**config.mk**
```make
export PLATFORM = sky130hd
export DESIGN_NAME = mmio_led_responder
export DESIGN_NICKNAME = d
export VERILOG_FILES = /design/src/rtl/mmio_led_responder.sv
export SDC_FILE = /design/constraint.sdc
export NUM_CORES = 1
export LEC_CHECK = 0
export ABC_AREA = 0
export CAP_MARGIN = 40
export CORE_UTILIZATION = 55
export DETAILED_ROUTE_END_ITERATION = 7
export DONT_BUFFER_PORTS = 1
export MAX_ROUTING_LAYER = met4
export PLACE_DENSITY = 0.69
export REMOVE_ABC_BUFFERS = 1
export SLEW_MARGIN = 20
export SYNTH_ARGS = -nofsm -noshare
export SYNTH_HDL_FRONTEND = slang
export SYNTH_SLANG_ARGS = --single-unit
```
**constraint.sdc**
```tcl
create_clock -name clk -period 4.65 [get_ports clk]
set_input_delay 0.93 -clock clk [delete_from_list [all_inputs] [get_ports clk]]
set_output_delay 0.93 -clock clk [all_outputs]
set_load 0.05 [all_outputs]
```
**src/rtl/mmio_led_responder.sv**
```systemverilog
// mmio_led_responder
//   Terminates the CPU load/store bus for the board LEDs. One request is
//   accepted from IDLE, and a single-cycle ack carrying err/rdata follows on
//   the next cycle. A new request can be accepted every second cycle.
//   Register words (addr[4:2]): LED_DATA, LED_SET, LED_CLR, LED_TGL, SW,
//   CYCLES, BLK_MASK, BLK_PER.
// Ports
//   clk, rst   : rising-edge clock, synchronous active-high reset
//   req/we     : request strobe and write select (sampled in IDLE only)
//   addr       : byte offset; addr[1:0] ignored, bits above [4] must be 0
//   wdata      : write data
//   sw         : asynchronous switch inputs (two-flop synchronised)
//   ack/err    : response strobe and error flag
//   rdata      : read data, valid with ack, otherwise 0
//   LED        : LED drive, LED_DATA with the blink overlay applied
module mmio_led_responder #(
  parameter int unsigned      LED_W     = 16,
  parameter int unsigned      DATA_W    = 32,
  parameter logic [LED_W-1:0] RESET_LED = {LED_W{1'b0}},
  parameter int unsigned      ADDR_W    = 5
) (
  input  logic              clk,
  input  logic              rst,
  input  logic              req,
  input  logic              we,
  input  logic [ADDR_W-1:0] addr,
  input  logic [DATA_W-1:0] wdata,
  input  logic [LED_W-1:0]  sw,
  output logic              ack,
  output logic              err,
  output logic [DATA_W-1:0] rdata,
  output logic [LED_W-1:0]  LED
);

  typedef enum logic {S_IDLE, S_RESP} state_t;

  localparam logic [2:0] W_LED_DATA = 3'd0;
  localparam logic [2:0] W_LED_SET  = 3'd1;
  localparam logic [2:0] W_LED_CLR  = 3'd2;
  localparam logic [2:0] W_LED_TGL  = 3'd3;
  localparam logic [2:0] W_SW       = 3'd4;
  localparam logic [2:0] W_CYCLES   = 3'd5;
  localparam logic [2:0] W_BLK_MASK = 3'd6;
  localparam logic [2:0] W_BLK_PER  = 3'd7;

  state_t             state_q, state_d;
  logic               ack_q, ack_d;
  logic               err_q, err_d;
  logic [DATA_W-1:0]  rdata_q, rdata_d;
  logic [LED_W-1:0]   led_data_q, led_data_d;
  logic [LED_W-1:0]   led_q, led_d;
  logic [LED_W-1:0]   blk_mask_q, blk_mask_d;
  logic [31:0]        blk_per_q, blk_per_d;
  logic [31:0]        bcnt_q, bcnt_d;
  logic               phase_q, phase_d;
  logic [31:0]        cycles_q, cycles_d;
  logic [LED_W-1:0]   sw_meta_q, sw_meta_d;
  logic [LED_W-1:0]   sw_sync_q, sw_sync_d;

  logic [2:0]         word;
  logic               addr_hi_nz;
  logic               acc_err;
  logic               accept;
  logic               do_write;
  logic               blk_restart;
  logic [LED_W-1:0]   wr_led;
  logic [DATA_W-1:0]  rd_val;

  // Offsets beyond the 8-word map only exist when the bus is wider than 5 bits.
  generate
    if (ADDR_W > 5) begin : g_addr_hi
      assign addr_hi_nz = |addr[ADDR_W-1:5];
    end else begin : g_no_addr_hi
      assign addr_hi_nz = 1'b0;
    end
  endgenerate

  logic unused_addr_lsb;
  assign unused_addr_lsb = ^addr[1:0];

  always_comb begin
    word     = addr[4:2];
    acc_err  = addr_hi_nz | (we & ((word == W_SW) | (word == W_CYCLES)));
    accept   = (state_q == S_IDLE) & req;
    do_write = accept & we & ~acc_err;
    wr_led   = wdata[LED_W-1:0];

    // Read value is taken from the registers before this edge's update.
    case (word)
      W_SW:       rd_val = DATA_W'(sw_sync_q);
      W_CYCLES:   rd_val = DATA_W'(cycles_q);
      W_BLK_MASK: rd_val = DATA_W'(blk_mask_q);
      W_BLK_PER:  rd_val = DATA_W'(blk_per_q);
      default:    rd_val = DATA_W'(led_data_q);
    endcase

    led_data_d  = led_data_q;
    blk_mask_d  = blk_mask_q;
    blk_per_d   = blk_per_q;
    blk_restart = 1'b0;
    if (do_write) begin
      case (word)
        W_LED_DATA: led_data_d = wr_led;
        W_LED_SET:  led_data_d = led_data_q | wr_led;
        W_LED_CLR:  led_data_d = led_data_q & ~wr_led;
        W_LED_TGL:  led_data_d = led_data_q ^ wr_led;
        W_BLK_MASK: blk_mask_d = wr_led;
        W_BLK_PER: begin
          blk_per_d   = wdata[31:0];
          blk_restart = 1'b1;
        end
        default: ;
      endcase
    end

    // Blink: each phase lasts BLK_PER cycles; a zero period parks phase at 0.
    bcnt_d  = bcnt_q + 32'd1;
    phase_d = phase_q;
    if (blk_restart || blk_per_q == 32'd0) begin
      bcnt_d  = 32'd0;
      phase_d = 1'b0;
    end else if (bcnt_q == blk_per_q - 32'd1) begin
      bcnt_d  = 32'd0;
      phase_d = ~phase_q;
    end

    led_d     = led_data_q ^ (blk_mask_q & {LED_W{phase_q}});
    cycles_d  = cycles_q + 32'd1;
    sw_meta_d = sw;
    sw_sync_d = sw_meta_q;

    // Erroring accesses (including writes to read-only words) return rdata=0.
    ack_d   = accept;
    err_d   = accept & acc_err;
    rdata_d = (accept && !acc_err) ? rd_val : {DATA_W{1'b0}};
    state_d = accept ? S_RESP : S_IDLE;
  end

  always_ff @(posedge clk) begin
    if (rst) begin
      state_q    <= S_IDLE;
      ack_q      <= 1'b0;
      err_q      <= 1'b0;
      rdata_q    <= {DATA_W{1'b0}};
      led_data_q <= RESET_LED;
      led_q      <= RESET_LED;
      blk_mask_q <= {LED_W{1'b0}};
      blk_per_q  <= 32'd0;
      bcnt_q     <= 32'd0;
      phase_q    <= 1'b0;
      cycles_q   <= 32'd0;
      sw_meta_q  <= {LED_W{1'b0}};
      sw_sync_q  <= {LED_W{1'b0}};
    end else begin
      state_q    <= state_d;
      ack_q      <= ack_d;
      err_q      <= err_d;
      rdata_q    <= rdata_d;
      led_data_q <= led_data_d;
      led_q      <= led_d;
      blk_mask_q <= blk_mask_d;
      blk_per_q  <= blk_per_d;
      bcnt_q     <= bcnt_d;
      phase_q    <= phase_d;
      cycles_q   <= cycles_d;
      sw_meta_q  <= sw_meta_d;
      sw_sync_q  <= sw_sync_d;
    end
  end

  // A reset raised during the response cycle suppresses the pending ack.
  assign ack   = ack_q & ~rst;
  assign err   = err_q & ~rst;
  assign rdata = rst ? {DATA_W{1'b0}} : rdata_q;
  assign LED   = led_q;

endmodule

```
Yosys cells after proc, flatten, opt, wreduce, memory -nomap -nowiden
Cells that the tools add are included.
- register bits: 212
- add/sub/neg operators: 3
- equal/unequal tests: 8
- muxes and demuxes: 6
- bitwise operators: 19
- reductions and logical operators: 12
- operators with widths (kind ; number):
    one-hot mux 32 bit (4 select lines) ; 1
    adder 32 x 1 -> 32 bit, second input constant ; 2
    one-hot mux 16 bit (4 select lines) ; 1
    AND 16 bit ; 2
    equality test 32 bit ; 1
    logical NOT 32 bit ; 1
    two-way mux 32 bit ; 1
    subtractor 32 x 1 -> 32 bit, second input constant ; 1
    bitwise XOR 16 bit ; 2
    NOT 16 bit ; 1
    OR 16 bit ; 1
    equality test 3 bit, second input constant ; 4
    AND 1 bit ; 7
    equality test 3 x 2 -> 1 bit, second input constant ; 2
    AND reduction 2 bit ; 3
    NOT 1 bit ; 5
    nonzero test 4 bit ; 1
    OR reduction 2 bit ; 2
    equality test 3 x 1 -> 1 bit, second input constant ; 1
    logical NOT 3 bit ; 1
    two-way mux 1 bit ; 3
    OR reduction 3 bit ; 1
    logical AND 1 bit ; 1
    logical NOT 1 bit ; 1
    2 further kinds ; 2

Logic depth before layout (Yosys ltp)
Gate-level depths: netlist (run 1).
- depth after elaboration: 8
- depth in mapped cells: 12

Worst setup path before layout (run 1)
OpenSTA, ideal clock, no wires.
- path type: reg2reg
- start point: register blk_per_q[0]
- end point: register bcnt_q[27]
- setup time: 0.115 ns
- arrival: 2.855 ns
- required time: 4.535 ns
- slack: 1.679 ns
- cell stages (with the launch flop): 13
- cells stage by stage: dfxtp_1 > clkbuf_1 > inv_1 > ha_1 > or4b_4 > or4_4 > xnor2_2 > nand4_1 > nor4_1 > o2111ai_1 > o21ai_2 > buf_6 > nor2_2
- longest elaborated chain between the ends: 3
- elaborated cells between the ends (all ways): 5
- ends and longest elaborated chain (what ; line ; text):
    start, declared ; 53 ; logic [31:0] blk_per_q, blk_per_d;
    start signal, assigned ; 162 ; blk_per_q <= blk_per_d;
    subtractor 32 x 1 -> 32 bit or logical NOT 32 bit (tied branches) ; 122, 119 ;
    equality test 32 bit or logical OR 1 bit (tied branches) ; 122, 119 ;
    OR reduction 3 bit (no source line) (*) ; - ;
    end signal, assigned ; 163 ; bcnt_q <= bcnt_d;
    end, declared ; 54 ; logic [31:0] bcnt_q, bcnt_d;
Mark *: on every way between the ends. The rest lies on a longest branch, timed or not.
A chain may end at the register's enable or synchronous reset.

Worst setup path in the final report (run 1)
- start point: register blk_per_q[0]
- end point: register bcnt_q[2]
The elaborated chain is that of the path after synthesis.

==> results.md, run 1 <==
* Worst-path clk slew at 0.06 ns
* Vias in the first global route at 7981
* Switching share of power at 0.2385
* Startpoint types: flip-flop
* Area taken by multi-input logic gates at 5568 um2
* Post-synthesis cell area at 10280 um2
* Clock power share at 0.451
* Storage cell area at 4224 um2
* Reg2Reg Depth at 11
* Leakage at 4.135 nW
* Core area at 18150 um2
* Initial drt markers at 563
* Die area at 19240 um2
* Drc violations at 9
* Unrepaired setup endpoints after global routing: false
* TritonRoute pass-1 iters at 7
* Fin. max-slew vios at 0
* Cells after Synth at 1208
* Crit path DAT at 3.98 ns
* Diodes inserted at 0
* HPWL after detailed placement at 16.84 mm
* Layout area overhead at 10.15%
* Worst-Skew Late Latency at 0.53 ns
* Gr usage total at 0.2737
* Initial Utilization at 0.5664
* Commonest non-fill, non-tap cell in the layout: dfxtp_1
* Cts hold-fix bufs at 0
* Maximum VDD drop at 0.2869 mV
* Syn. warnings at 0
* Final min period at 3.597 ns
* Internal power at 2.947 mW
* Boundary pin count at 107
* Sequential share of the synthesized area at 0.4110
* R2R Path End: bcnt_q[2]
* Slew headroom at 0.4669
* Sequential power share at 0.485
* Hold WC Path Type: flip-flop to flip-flop
* Failing checks: design-rule violations
* Synth cell types at 61
* H-tree levels at 1
* Worst hold start: sw_meta_q[11]
* Setup violators final at 0
* Post-Route WL at 25.37 mm
* Post-CTS Setup Bufs at 0
* Clk_skew at 0.02167 ns
* Site Rows at 49
* Status: finished with violations
* Hold slack final at 0.4345 ns
* Setup TNS at 0 ns
* Nets@finish at 1291
* Top FF cell, synth: dfxtp_1
* CTS resizes at 0
* Cts bufs inserted at 23
* Setup Crit Path Kind: flip-flop to flip-flop
* Fillcell total at 1586
* Worst Tran Pin Value at 0.7936 ns
* First-pass GRT wire length at 41.31 mm
* Fmax at 278.0 MHz
* Clk root buf: clkbuf_16
* WP data required at 5.04 ns
* GPL Wtd Cong at 0.9083
* Port Buf Inserts at 0
* Final hold vios at 0
* GR Overflow Total at 0
* Hold Crit Depth at 1
* Die Wd at 138.7 um
* CTS max path bufs at 3
* Die Y at 138.7 um
* Initial antenna violation count at 0
* Antenna Nets Post-Route at 0
* CTS sink count at 211
* Critical Path End Type: flip-flop
* Crit Path Max Fanout at 32
* WL/cell at 17.56 um
* Final cycle utilization of the critical path at 0.7736
* Vias per cell at 5.786
* CTS tree: yes
* Commonest non-fill, non-tap cells in the layout: 211 x dfxtp_1, 159 x nand2_1, 92 x nor2_1
* Max-Cap Viols at 0
* Syn avg cell area at 8.509 um2
* Post-synth ARST share at 0
* Sw power at 0.9229 mW
* Share of cells above drive strength 1 at 0.09951
* Seq cells post-synth at 211
* Worst hold endpoint: sw_sync_q[11]
* Number of synthesized flops with an enable pin at 0
* Via count at 8361
* Reg2Reg Setup Slack at 1.05 ns
* FF-to-FF Start: blk_per_q[0]
* Largest net degree at the start of global routing at 182
* Comb power frac at 0.063
* Power Density at 341.8 nW/um2
## critical path, stage by stage (launching register included)
cell and delay, ns:
dfxtp_1 0.41, inv_1 0.10, ha_1 0.24, or4b_4 0.50, or4_4 0.50, xnor2_2 0.13, nand4_1 0.12, nor4_1 0.43
o2111ai_1 0.28, o21ai_4 0.18, buf_4 0.46, nor2_1 0.10
## state kept, by name (all words and copies together) (netlist names)
register / count
LED: 16
bcnt_q: 32
blk_mask_q: 16
blk_per_q: 32
cycles_q: 32
err_q: 1
led_data_q: 16
phase_q: 1
rdata_q: 32
state_q: 1
sw_meta_q: 16
sw_sync_q: 16
## layer usage
metal	vias up	part of all wire	global-route usage
li1	4113	-	-
met1	3926	0.43	0.3420
met2	274	0.48	0.4547
met3	48	0.061	0.04420
met4	0	0.028	0.08421
met5	-	0	-
## cell usage after synthesis, types with 2 or more instances
master	count	area [um2]
nand3_1	27	135.1
xnor2_1	70	613.1
nand4_1	16	100.1
o2111ai_1	3	26.28
nand2b_1	8	50.05
a2111oi_0	2	17.52
mux4_2	4	90.09
buf_6	4	45.04
nor3b_1	2	15.01
o22ai_1	3	18.77
o2111a_1	2	22.52
nand4b_1	6	52.55
buf_1	5	18.77
nor2_1	92	345.3
xor2_1	39	341.6
or2_2	2	12.51
and3_1	16	100.1
nand2_1	159	596.8
ha_1	35	437.9
a21oi_1	73	365.4
and4_1	2	17.52
mux2i_1	21	210.2
nor2b_1	71	444.2
clkbuf_1	68	255.2
dfxtp_1	211	4224
buf_2	2	10.01
o221ai_1	15	131.4
nor2_2	30	187.7
and2_1	11	68.82
nor4_1	12	75.07
nand3b_1	4	30.03
o21a_1	2	15.01
nor3_1	17	85.08
inv_1	44	165.2
o21ai_0	23	115.1
or3_1	10	62.56
nor4b_1	3	26.28
o21bai_1	2	15.01
a22oi_1	56	420.4
a31oi_1	14	87.58
a211o_1	2	17.52
## kinds of logic (layout without fill, tap and decap cells)
kind of cell | count (synthesis) | after routing | synth area share
buffers and inverters | 123 | 131 | 0.04808
muxes | 26 | 26 | 0.03031
and+or+nand+nor | 496 | 496 | 0.2421
xor gates and xnor gates | 111 | 111 | 0.09665
adders and majority gates | 35 | 35 | 0.04260
DFF | 211 | 211 | 0.4110
AOI/OAI and AO/OA | 206 | 206 | 0.1293
## worst max-delay path by stage
stage	slack [ns]	to	startpoint	depth (start not counted)
5_1_grt	0.88	bcnt_q[2]	blk_per_q[0]	11
6_report	1.05	bcnt_q[2]	blk_per_q[0]	11
3_5_place_dp	0.94	bcnt_q[2]	blk_per_q[0]	11
4_1_cts	0.94	bcnt_q[2]	blk_per_q[0]	11
3_3_place_gp	1.09	bcnt_q[31]	blk_per_q[0]	11
2_1_floorplan	0.87	bcnt_q[2]	blk_per_q[8]	8
## power groups by stage
| stage | clock [mW] | sequential [mW] | combinational [mW] |
|---|---|---|---|
| after floorplan | 0 | 1.91 | 0.186 |
| after global placement | 0 | 1.92 | 0.232 |
| after detailed placement | 0 | 1.92 | 0.244 |
| after CTS | 1.77 | 1.88 | 0.245 |
| after global routing | 1.84 | 1.88 | 0.273 |
| final | 1.75 | 1.88 | 0.245 |
## cell type report
type,instances,area share
clock inverters,6,0.004420
clock buffers,36,0.05956
well taps,229,0.02531
repair buffers,45,0.03127
flip-flops and latches,211,0.3731
multi-input cells,874,0.4918
inverters,44,0.01459
## through the flow
stage                     utilization  power [mW]  area [um2]  cells  worst slack (ns)
after global routing           0.6239       3.997       11320   1445            0.8795
final                          0.6239       3.870       11320   1445             1.053
after global placement         0.5674       2.149       10300   1365             1.094
after detailed placement       0.5837       2.162       10590   1402            0.9448
after floorplan                     -       2.095        9950   1129            0.8750
after CTS                      0.6236       3.890       11320   1444            0.9399
No activity file was read; power rests on OpenSTA's default activity.
==> inputs of run 2 (changes only) <==
Clock period 4.65 ns to 3.4 ns, I/O delays scaled along.
==> run 2 against run 1 <==
  * Clock-buffer cell count down 3
  * Sequential share of layout area down 0.20 points
  * First-iteration DRC count up 22%
  * Global-route usage down 0.37 points
  * Maximum frequency up 8.6%
  * Critical path type unchanged
  * The flow still finishes with violations (design-rule violations)
  * Worst hold slack worse by 0.20 ns
  * Via count up 0.44%
  * Setup slack worse by 0.96 ns
  * Clock power up 39%
  * Register-to-register slack worse by 0.96 ns
==> results.md, run 2 (synthesis results as in run 1) <==
* Status: finished with violations (unchanged)
* Failing checks: design-rule violations (unchanged)
* Site Rows at 49 (unchanged)
* Final min period at 3.312 ns (was 3.597 ns)
* Crit path DAT at 3.70 ns (was 3.98 ns)
* Util after Layout at 0.6272 (was 0.6239)
* Final cell count without fillers at 1449 (was 1445)
* Critical Path End Type: flip-flop (unchanged)
* Commonest non-fill, non-tap cell in the layout: dfxtp_1 (unchanged)
* Fmax at 302.0 MHz (was 278.0 MHz)
* Setup TNS at 0 ns (unchanged)
* First-pass GRT wire length at 40.75 mm (was 41.31 mm)
* GR Overflow Total at 0 (unchanged)
* H-tree levels at 1 (unchanged)
* Fin. max-slew vios at 0 (unchanged)
* Port Buf Inserts at 0 (unchanged)
* Via count at 8398 (was 8361)
* GPL Wtd Cong at 0.9186 (was 0.9083)
* Die Wd at 138.7 um (unchanged)
* Max-Cap Viols at 0 (unchanged)
* Power Density at 469.7 nW/um2 (was 341.8 nW/um2)
* Setup Crit Path Kind: flip-flop to flip-flop (unchanged)
* Design area at 11380 um2 (was 11320 um2)
* Post-CTS Setup Bufs at 0 (unchanged)
* Place WS at 0.2515 ns (was 0.9448 ns)
* Initial drt markers at 688 (was 563)
* Worst-Skew Late Latency at 0.53 ns (about the same)
* Hold slack final at 0.2317 ns (was 0.4345 ns)
* CTS max path bufs at 3 (unchanged)
* Design Power at 5.346 mW (was 3.870 mW)
* Largest net degree at the start of global routing at 182 (unchanged)
* CTS sink count at 211 (unchanged)
* Clk_skew at 0.02570 ns (was 0.02167 ns)
* Worst hold start: rst (was sw_meta_q[11])
* CTS tree: yes (unchanged)
* Initial Utilization at 0.5664 (unchanged)
* Unrepaired setup endpoints after global routing: false (unchanged)
* HPWL after detailed placement at 16.96 mm (was 16.84 mm)
* WL/cell at 17.43 um (was 17.56 um)
* Vias in the first global route at 7854 (was 7981)
* Worst Tran Pin Value at 0.8370 ns (was 0.7936 ns)
* Die Y at 138.7 um (unchanged)
* Maximum VDD drop at 0.4254 mV (was 0.2869 mV)
* Start point of the critical path: blk_per_q[1] (was blk_per_q[0])
* Worst-path clk slew at 0.06 ns (about the same)
* Layout area overhead at 10.74% (was 10.15%)
* Post-Route WL at 25.26 mm (was 25.37 mm)
* Hold WC Path Type: input port to flip-flop (was flip-flop to flip-flop)
* Core area at 18150 um2 (unchanged)
* Share of cells above drive strength 1 at 0.1025 (was 0.09951)
* Leakage at 4.183 nW (was 4.135 nW)
* Worst Setup Slack, final at 0.08845 ns (was 1.053 ns)
* Placed inst area at 10640 um2 (was 10590 um2)
* Placed cells at 1409 (was 1402)
* Cts hold-fix bufs at 0 (unchanged)
* Commonest non-fill, non-tap cells in the layout: 211 x dfxtp_1, 159 x nand2_1, 92 x nor2_1 (unchanged)
* Startpoint types: flip-flop (unchanged)
* WP data required at 3.79 ns (was 5.04 ns)
* Die area at 19240 um2 (unchanged)
* Final cycle utilization of the critical path at 0.9740 (was 0.7736)
* Cts bufs inserted at 23 (unchanged)
* Nets@finish at 1298 (was 1291)
* Clk root buf: clkbuf_16 (unchanged)
* Initial antenna violation count at 0 (unchanged)
* TritonRoute pass-1 iters at 8 (was 7)
* CTS resizes at 0 (unchanged)
* Gr usage total at 0.2700 (was 0.2737)
* Setup violators final at 0 (unchanged)
* Drc violations at 4 (was 9)
* Crit Path Max Fanout at 32 (unchanged)
* Slew headroom at 0.4420 (was 0.4669)
* Final hold vios at 0 (unchanged)
* Diodes inserted at 0 (unchanged)
* FF-to-FF Start: blk_per_q[1] (was blk_per_q[0])
* Vias per cell at 5.796 (was 5.786)
* Antenna Nets Post-Route at 0 (unchanged)
* Boundary pin count at 107 (unchanged)
## run 2: cell count changes in the layout (fill, tap and decap cells not counted), sizes merged
cell / delta
buf: +8
bufinv: +2
clkbuf: -4
clkinvlp: -2
## run 2: final cells by class
class / count / area [um2]
repair buffers: 52 / 410.4
flip-flops and latches: 211 / 4224
well taps: 229 / 286.5
inverters: 44 / 165.2
clock buffers: 33 / 633.1
fillers: 1571 / 6765
clock inverters: 6 / 95.09
multi-input cells: 874 / 5568
## run 2: worst max-delay path: stages, from the launching register on
cell       delay (ns)
dfxtp_1          0.31
inv_1            0.08
ha_1             0.24
or4b_4           0.50
or4_4            0.51
xnor2_2          0.14
nand4_1          0.11
nor4_1           0.46
o2111ai_1        0.28
o21ai_4          0.21
buf_12           0.24
nor2_1           0.08
## run 2: where the power goes
part / leakage, nW / switching, mW / internal [mW]
Clock: 0.357 / 0.990 / 1.45
Combinational: 2.12 / 0.197 / 0.145
Sequential: 1.71 / 0.0482 / 2.52
## run 2: layer usage
layer / share of wire / vias to the layer above / global-route usage
li1: - / 4092 / -
met1: 0.43 / 3975 / 0.3392
met2: 0.48 / 277 / 0.4475
met3: 0.064 / 54 / 0.03764
met4: 0.025 / 0 / 0.09006
met5: 0 / - / -
## run 2: final timing paths
check / to / slack [ns] / cells after the start
min: sw_meta_q[11] / 0.23 / 1
max reg2reg: bcnt_q[2] / 0.09 / 11
min reg2reg: sw_sync_q[2] / 0.43 / 1
max: bcnt_q[2] / 0.09 / 11
